[src/rtl/stage_seq_if.sv]
// Bundle of the sequencer's control, coefficient-memory, configuration and data streams.
// master = stage_seq side, slave = environment side.
interface stage_seq_if #(
  parameter int DATA_W = 32
);
  logic              start;
  logic [3:0]        load_depth;
  logic [2:0]        bias_length;
  logic [7:0]        data_words;
  logic              busy;
  logic              done;

  logic              mem_rd_en;
  logic [4:0]        mem_rd_addr;
  logic [DATA_W-1:0] mem_rd_data;

  logic [DATA_W-1:0] cfg_data;
  logic              cfg_vld;
  logic              cfg_fst;
  logic              cfg_bias;
  logic              cfg_rdy;

  logic              data_in_vld;
  logic              data_in_fst;
  logic [DATA_W-1:0] data_in;
  logic              data_in_rdy;

  logic              stage_data_vld;
  logic              stage_data_fst;
  logic [DATA_W-1:0] stage_data;
  logic              stage_data_rdy;

  modport master (
    input  start, load_depth, bias_length, data_words, mem_rd_data, cfg_rdy,
           data_in_vld, data_in_fst, data_in, stage_data_rdy,
    output busy, done, mem_rd_en, mem_rd_addr, cfg_data, cfg_vld, cfg_fst, cfg_bias,
           data_in_rdy, stage_data_vld, stage_data_fst, stage_data
  );

  modport slave (
    output start, load_depth, bias_length, data_words, mem_rd_data, cfg_rdy,
           data_in_vld, data_in_fst, data_in, stage_data_rdy,
    input  busy, done, mem_rd_en, mem_rd_addr, cfg_data, cfg_vld, cfg_fst, cfg_bias,
           data_in_rdy, stage_data_vld, stage_data_fst, stage_data
  );
endinterface

[src/rtl/stage_seq.sv]
// Loads tap and bias words from coefficient memory into a stage through a 2-entry
// return buffer, drains it, then gates a bounded number of data words into the stage.
module stage_seq #(
  parameter int DATA_W     = 32,
  parameter int FIFO_DEPTH = 2
) (
  input  logic        clk,
  input  logic        reset,
  stage_seq_if.master bus
);

  typedef enum logic [2:0] {S_IDLE, S_LOAD, S_FLUSH, S_RUN, S_DONE} state_e;

  typedef struct packed {
    logic              fst;
    logic              bias;
    logic [DATA_W-1:0] data;
  } entry_t;

  state_e r_state;
  state_e w_next;

  logic [3:0] r_load_depth;
  logic [2:0] r_bias_len;
  logic [7:0] r_data_words;
  logic [4:0] r_addr;
  logic       r_inflight;
  logic       r_if_fst;
  logic       r_if_bias;
  entry_t     r_fifo [FIFO_DEPTH];
  logic       r_wr_ptr;
  logic       r_rd_ptr;
  logic [1:0] r_count;
  logic [7:0] r_run_cnt;

  logic       w_start;
  logic       w_cfg_vld;
  logic       w_pop;
  logic [2:0] w_occ;
  logic       w_rd_en;
  logic [4:0] w_last_addr;
  logic       w_hs;
  entry_t     w_head;

  assign w_start     = (r_state == S_IDLE) && bus.start;
  assign w_cfg_vld   = (r_count != 2'd0);
  assign w_pop       = w_cfg_vld && bus.cfg_rdy;
  // Occupancy counts the in-flight read so a returning word always has a slot.
  assign w_occ       = 3'(r_count) + 3'(r_inflight) - 3'(w_pop);
  assign w_rd_en     = (r_state == S_LOAD) && (w_occ < 3'(FIFO_DEPTH));
  assign w_last_addr = 5'(r_load_depth) + 5'(r_bias_len) + 5'd1;
  assign w_hs        = (r_state == S_RUN) && bus.data_in_vld && bus.stage_data_rdy;
  assign w_head      = r_fifo[r_rd_ptr];

  // NOTE: sequential state uses non-blocking assignments so every register samples pre-edge values.
  always_ff @(posedge clk or negedge reset) begin
    if (!reset) r_state <= S_IDLE;
    else        r_state <= w_next;
  end

  // NOTE: w_next gets a default before the case so no path can infer a latch.
  always_comb begin
    w_next = r_state;
    case (r_state)
      S_IDLE:  if (w_start) w_next = S_LOAD;
      S_LOAD:  if (w_rd_en && (r_addr == w_last_addr)) w_next = S_FLUSH;
      S_FLUSH: if ((r_count == 2'd0) && !r_inflight) w_next = S_RUN;
      S_RUN:   if (w_hs && (r_run_cnt == r_data_words)) w_next = S_DONE;
      S_DONE:  w_next = S_IDLE;
      default: w_next = S_IDLE;
    endcase
  end

  always_comb begin
    bus.busy           = (r_state != S_IDLE);
    bus.done           = (r_state == S_DONE);
    bus.mem_rd_en      = w_rd_en;
    bus.mem_rd_addr    = r_addr;
    bus.cfg_vld        = w_cfg_vld;
    bus.cfg_data       = '0;
    bus.cfg_fst        = 1'b0;
    bus.cfg_bias       = 1'b0;
    bus.data_in_rdy    = 1'b0;
    bus.stage_data_vld = 1'b0;
    bus.stage_data_fst = 1'b0;
    bus.stage_data     = '0;
    if (w_cfg_vld) begin
      bus.cfg_data = w_head.data;
      bus.cfg_fst  = w_head.fst;
      bus.cfg_bias = w_head.bias;
    end
    if (r_state == S_RUN) begin
      bus.data_in_rdy    = bus.stage_data_rdy;
      bus.stage_data_vld = bus.data_in_vld;
      bus.stage_data_fst = bus.data_in_fst;
      bus.stage_data     = bus.data_in;
    end
  end

  always_ff @(posedge clk or negedge reset) begin
    if (!reset) begin
      r_load_depth <= '0;
      r_bias_len   <= '0;
      r_data_words <= '0;
      r_addr       <= '0;
      r_inflight   <= 1'b0;
      r_if_fst     <= 1'b0;
      r_if_bias    <= 1'b0;
      r_wr_ptr     <= 1'b0;
      r_rd_ptr     <= 1'b0;
      r_count      <= '0;
      r_run_cnt    <= '0;
    end else begin
      if (w_start) begin
        r_load_depth <= bus.load_depth;
        r_bias_len   <= bus.bias_length;
        r_data_words <= bus.data_words;
        r_addr       <= '0;
        r_run_cnt    <= '0;
      end
      r_inflight <= w_rd_en;
      if (w_rd_en) begin
        r_addr    <= r_addr + 5'd1;
        r_if_fst  <= (r_addr == 5'd0) || (r_addr == 5'(r_load_depth) + 5'd1);
        r_if_bias <= (r_addr > 5'(r_load_depth));
      end
      if (r_inflight) r_wr_ptr <= ~r_wr_ptr;
      if (w_pop)      r_rd_ptr <= ~r_rd_ptr;
      r_count <= r_count + {1'b0, r_inflight} - {1'b0, w_pop};
      if (w_hs) r_run_cnt <= r_run_cnt + 8'd1;
    end
  end

  // NOTE: buffer storage is not reset; its outputs are masked by cfg_vld while empty.
  always_ff @(posedge clk) begin
    if (r_inflight) r_fifo[r_wr_ptr] <= '{fst: r_if_fst, bias: r_if_bias, data: bus.mem_rd_data};
  end

endmodule

[src/flat_wrapper.sv]
// flat-port wrapper written by rule: the top's interface ports become plain ports
module stage_seq_flat 
#(
  parameter int DATA_W     = 32,
  parameter int FIFO_DEPTH = 2
)
  (clk, reset, bus_start, bus_load_depth, bus_bias_length, bus_data_words, bus_mem_rd_data, bus_cfg_rdy, bus_data_in_vld, bus_data_in_fst, bus_data_in, bus_stage_data_rdy, bus_busy, bus_done, bus_mem_rd_en, bus_mem_rd_addr, bus_cfg_data, bus_cfg_vld, bus_cfg_fst, bus_cfg_bias, bus_data_in_rdy, bus_stage_data_vld, bus_stage_data_fst, bus_stage_data);
  stage_seq_if #(.DATA_W(DATA_W)) bus_i ();
  input  logic clk;
  input  logic reset;
  input wire logic [$bits(bus_i.start)-1:0] bus_start;
  input wire logic [$bits(bus_i.load_depth)-1:0] bus_load_depth;
  input wire logic [$bits(bus_i.bias_length)-1:0] bus_bias_length;
  input wire logic [$bits(bus_i.data_words)-1:0] bus_data_words;
  input wire logic [$bits(bus_i.mem_rd_data)-1:0] bus_mem_rd_data;
  input wire logic [$bits(bus_i.cfg_rdy)-1:0] bus_cfg_rdy;
  input wire logic [$bits(bus_i.data_in_vld)-1:0] bus_data_in_vld;
  input wire logic [$bits(bus_i.data_in_fst)-1:0] bus_data_in_fst;
  input wire logic [$bits(bus_i.data_in)-1:0] bus_data_in;
  input wire logic [$bits(bus_i.stage_data_rdy)-1:0] bus_stage_data_rdy;
  output wire logic [$bits(bus_i.busy)-1:0] bus_busy;
  output wire logic [$bits(bus_i.done)-1:0] bus_done;
  output wire logic [$bits(bus_i.mem_rd_en)-1:0] bus_mem_rd_en;
  output wire logic [$bits(bus_i.mem_rd_addr)-1:0] bus_mem_rd_addr;
  output wire logic [$bits(bus_i.cfg_data)-1:0] bus_cfg_data;
  output wire logic [$bits(bus_i.cfg_vld)-1:0] bus_cfg_vld;
  output wire logic [$bits(bus_i.cfg_fst)-1:0] bus_cfg_fst;
  output wire logic [$bits(bus_i.cfg_bias)-1:0] bus_cfg_bias;
  output wire logic [$bits(bus_i.data_in_rdy)-1:0] bus_data_in_rdy;
  output wire logic [$bits(bus_i.stage_data_vld)-1:0] bus_stage_data_vld;
  output wire logic [$bits(bus_i.stage_data_fst)-1:0] bus_stage_data_fst;
  output wire logic [$bits(bus_i.stage_data)-1:0] bus_stage_data;
  assign bus_i.start = bus_start;
  assign bus_i.load_depth = bus_load_depth;
  assign bus_i.bias_length = bus_bias_length;
  assign bus_i.data_words = bus_data_words;
  assign bus_i.mem_rd_data = bus_mem_rd_data;
  assign bus_i.cfg_rdy = bus_cfg_rdy;
  assign bus_i.data_in_vld = bus_data_in_vld;
  assign bus_i.data_in_fst = bus_data_in_fst;
  assign bus_i.data_in = bus_data_in;
  assign bus_i.stage_data_rdy = bus_stage_data_rdy;
  assign bus_busy = bus_i.busy;
  assign bus_done = bus_i.done;
  assign bus_mem_rd_en = bus_i.mem_rd_en;
  assign bus_mem_rd_addr = bus_i.mem_rd_addr;
  assign bus_cfg_data = bus_i.cfg_data;
  assign bus_cfg_vld = bus_i.cfg_vld;
  assign bus_cfg_fst = bus_i.cfg_fst;
  assign bus_cfg_bias = bus_i.cfg_bias;
  assign bus_data_in_rdy = bus_i.data_in_rdy;
  assign bus_stage_data_vld = bus_i.stage_data_vld;
  assign bus_stage_data_fst = bus_i.stage_data_fst;
  assign bus_stage_data = bus_i.stage_data;
  stage_seq #(.DATA_W(DATA_W), .FIFO_DEPTH(FIFO_DEPTH)) u_core (.clk(clk), .reset(reset), .bus(bus_i));
endmodule
[config.mk]
export PLATFORM = sky130hd
export DESIGN_NAME = stage_seq_flat
export DESIGN_NICKNAME = d
export VERILOG_FILES = /design/src/rtl/stage_seq_if.sv /design/src/rtl/stage_seq.sv /design/src/flat_wrapper.sv
export SDC_FILE = /design/constraint.sdc
export NUM_CORES = 1
export LEC_CHECK = 0
export BUFFER_PORTS_ARGS = -buffer_cell sky130_fd_sc_hd__buf_2
export CAP_MARGIN = 5
export CORE_MARGIN = 4
export CORE_UTILIZATION = 51
export DETAILED_ROUTE_END_ITERATION = 10
export GPL_TIMING_DRIVEN = 0
export HOLD_SLACK_MARGIN = 0.03
export PLACE_DENSITY = 0.9
export SETUP_SLACK_MARGIN = 0.05
export SLEW_MARGIN = 10
export SYNTH_ARGS = -nofsm -noshare
export SYNTH_HDL_FRONTEND = slang
export SYNTH_SLANG_ARGS = --single-unit
[constraint.sdc]
create_clock -name clk -period 4 [get_ports clk]
set_clock_uncertainty 0.1 [all_clocks]
set_input_delay 1 -clock clk [delete_from_list [all_inputs] [get_ports clk]]
set_output_delay 1 -clock clk [all_outputs]
set_load 0.05 [all_outputs]
==> impl_metrics.toml <==
[place]
io_buffers = 163
globalplace.congestion = 0.806
dp_hpwl_mm = 8.28
pre_cts_slack_ns = -0.268

[clocking]
cts_made_buffers = 9
clockRootBuffer = "clkbuf_8"
clk_latency_ns = 0.35
cts_max_level = 3
cts.clk_slew.worst_paths_ns = 0.10
postCtsHoldBufs = 0
clock_path_buffers = 2
cts_tree = "done"
clock-sinks = 106

[drt]
viasPerCell = 4.95
drt_wl_total_mm = 10.9
num_vias = 3612
first_pass_iters = 4
drt-initial-drc-count = 167
wl_per_cell_um = 15.0
drc = 0
antenna_left = 0

[sta]
slew_headroom_pct = 44.1
rsz0062_at_grt = "no"
worstMarginPinSlew_ns = 0.839
report.final.slew_viol_count = 0
finalCriticalPeriod_ns = 3.88
finalSetupViolations = 0
fmax_mhz = 258
postLayoutSetupSlackWorst_ns = 0.125
hold_violations = 0
post-route-period-util_pct = 96.9

[setup_path]
crit_fanout = 2
cp_slowest_cell = "fa_1"
crit_chain = "buf_6, and2_4, ha_4, inv_4, ha_4, inv_2, fa_1, and4bb_2, nand2_4, clkinvlp_4, buf_8"
endpoint_kind = "output pin"
path_common_cell = "ha_4"
startpoint_type = "primary input"
critPathMaxStageDelay_ns = 0.43
crit_buf_inv = 5
r2r_start = "u_core.r_count[0]$_DFF_PN0_"
cp-startpoint = "bus_cfg_rdy"
crit_family = "adder cells"
worstSetupPathType = "in2out"
crit_required_ns = 2.90
cp.arrival_ns = 2.78

[grt]
antenna_found_initial = 0
grt_pass1_vias = 3798
gr-total-overflow = 0
grtUsageTotal_pct = 19.5
grt_max_degree = 39
grt_pass1_wl_mm = 17.7

[synthesis]
async_reset_ff_share_pct = 35.8
yosys.area.top_type = "edfxtp_1"
synth_top_area_share_pct = 41.2
synthDistinctLibCells = 44
yosys-top-cells-area = "edfxtp_1 (41%), dfrtp_1 (19%), mux2i_1 (7.3%)"
synth-seq-cells = 106
syn_inst = 411
avgSynthCellArea_sq_um = 12.1
ys.flop_type = "edfxtp_1"
syn-num-nets = 512
synth_area_sq_mm = 0.00496
synth_edf_count = 68
yosysSeqAreaShare_pct = 60.4
ys_warn_count = 0

[layout]
final_common_cell = "buf_2"
diodes = 0
layout-area-overhead-vs-synth_pct = 27.7
drive_gt1_share_pct = 37.6
post-route-util_pct = 67.5
final_cell_mix = "buf_2 (168), edfxtp_1 (68), nand2_1 (46)"
finalNetCount = 697

[power_and_ir_drop]
power_mw = 5.76
ir_worst_vdd_v = 0.000636
powerDensity_mw_per_mm2 = 909
p_leak_nw = 3.03

[outcome]
status = "finished clean"

[worst_hold_path]
min_from = "u_core.r_if_bias$_DFFE_PN0P_"
holdCritPathClass = "reg2reg"

[floorplan]
ios = 164
die_h_um = 107
rows = 35
start_util_pct = 52.9
coreArea_sq_mm = 0.00937
die_area_sq_mm = 0.0114
fp.dieW_um = 107

[run]
drv_cap = 0
==> through the flow <==
stage	std cells	TNS [ns]	hold slack [ns]	cell area (sq um)
after floorplan	411	0	0.343	4970
after global placement	703	-0.239	0.353	5950
after detailed placement	704	-0.268	0.375	5980
after CTS	724	0	0.390	6280
after global routing	730	0	0.421	6330
final	730	0	0.391	6330
==> where the power goes <==
part | switching, mW | internal [mW]
Combinational | 2.31 | 1.07
Sequential | 0.201 | 1.49
Clock | 0.372 | 0.310
==> final timing paths <==
kind / slack (ns) / endpoint / cells past startpoint
worst max register to register: 0.95 / u_core.bus.mem_rd_addr[2]$_DFFE_PN0P_ / 16
worst min register to register: 0.39 / u_core.r_fifo[1][32]$_DFFE_PP_ / 0
worst max-delay path: 0.12 / bus_mem_rd_en / 11
min in group asynchronous: 0.64 / u_core.r_run_cnt[5]$_DFFE_PN0P_ / 1
max in group asynchronous: 2.59 / u_core.r_count[0]$_DFF_PN0_ / 1
worst min-delay path: 0.39 / u_core.r_fifo[1][32]$_DFFE_PP_ / 0
==> registers in the layout (all words and copies together), names as in the netlist <==
register	flops
u_core.r_load_depth	4
u_core.r_run_cnt	8
u_core.r_wr_ptr	1
u_core.r_count	2
u_core.bus.mem_rd_addr	5
u_core.r_data_words	8
u_core.r_state	3
u_core.r_bias_len	3
u_core.r_if_fst	1
u_core.r_if_bias	1
u_core.r_fifo	68
u_core.r_rd_ptr	1
u_core.r_inflight	1
==> cells in the mapped netlist, types with 3 or more instances <==
cell       n
xnor2_1    7
nand3_1    7
inv_1     17
buf_6      3
and2_2     5
mux2i_1   36
dfrtp_1   38
xor2_1    15
buf_2      7
nor2_1    44
clkbuf_1   8
o21ai_0   16
nand2_1   47
edfxtp_1  68
ha_1      13
a21oi_1    8
and2_1    34
==> layer usage <==
metal | vias up | track usage (%) | share of wire (%)
li1 | 1776 | - | -
met1 | 1714 | 25.3 | 42
met2 | 108 | 33.9 | 52
met3 | 14 | 2.71 | 5.0
met4 | 0 | 6.39 | 1.3
met5 | - | 0 | 0
==> timing repair <==
item,4_1_cts,5_1_grt
resized for setup,12,3
pin swaps,2,3
endpoints found under the setup margin,1,1
buffers inserted,4,6
endpoints found under the hold margin,0,0
==> area by class of cell <==
class	count	area, sq um
clock inverters	7	92.6
fillers	718	3040
flip-flops and latches	106	3000
well taps	129	161
inverters	17	73.8
plain buffers	18	98.8
clock buffers	9	124
multi-input cells	270	1850
repair buffers	174	935
==> logic make-up (layout without fill, tap and decap cells) <==
group | count (synthesis) | count (layout) | synth area share, %
compound gates | 37 | 37 | 4.39
xor+xnor | 22 | 22 | 3.89
fa+ha+maj | 15 | 15 | 4.09
buf+inv | 35 | 225 | 3.28
flops | 106 | 106 | 60.4
mux | 36 | 36 | 7.27
simple gates | 160 | 160 | 16.7
Power figures use the tool's default switching activity.
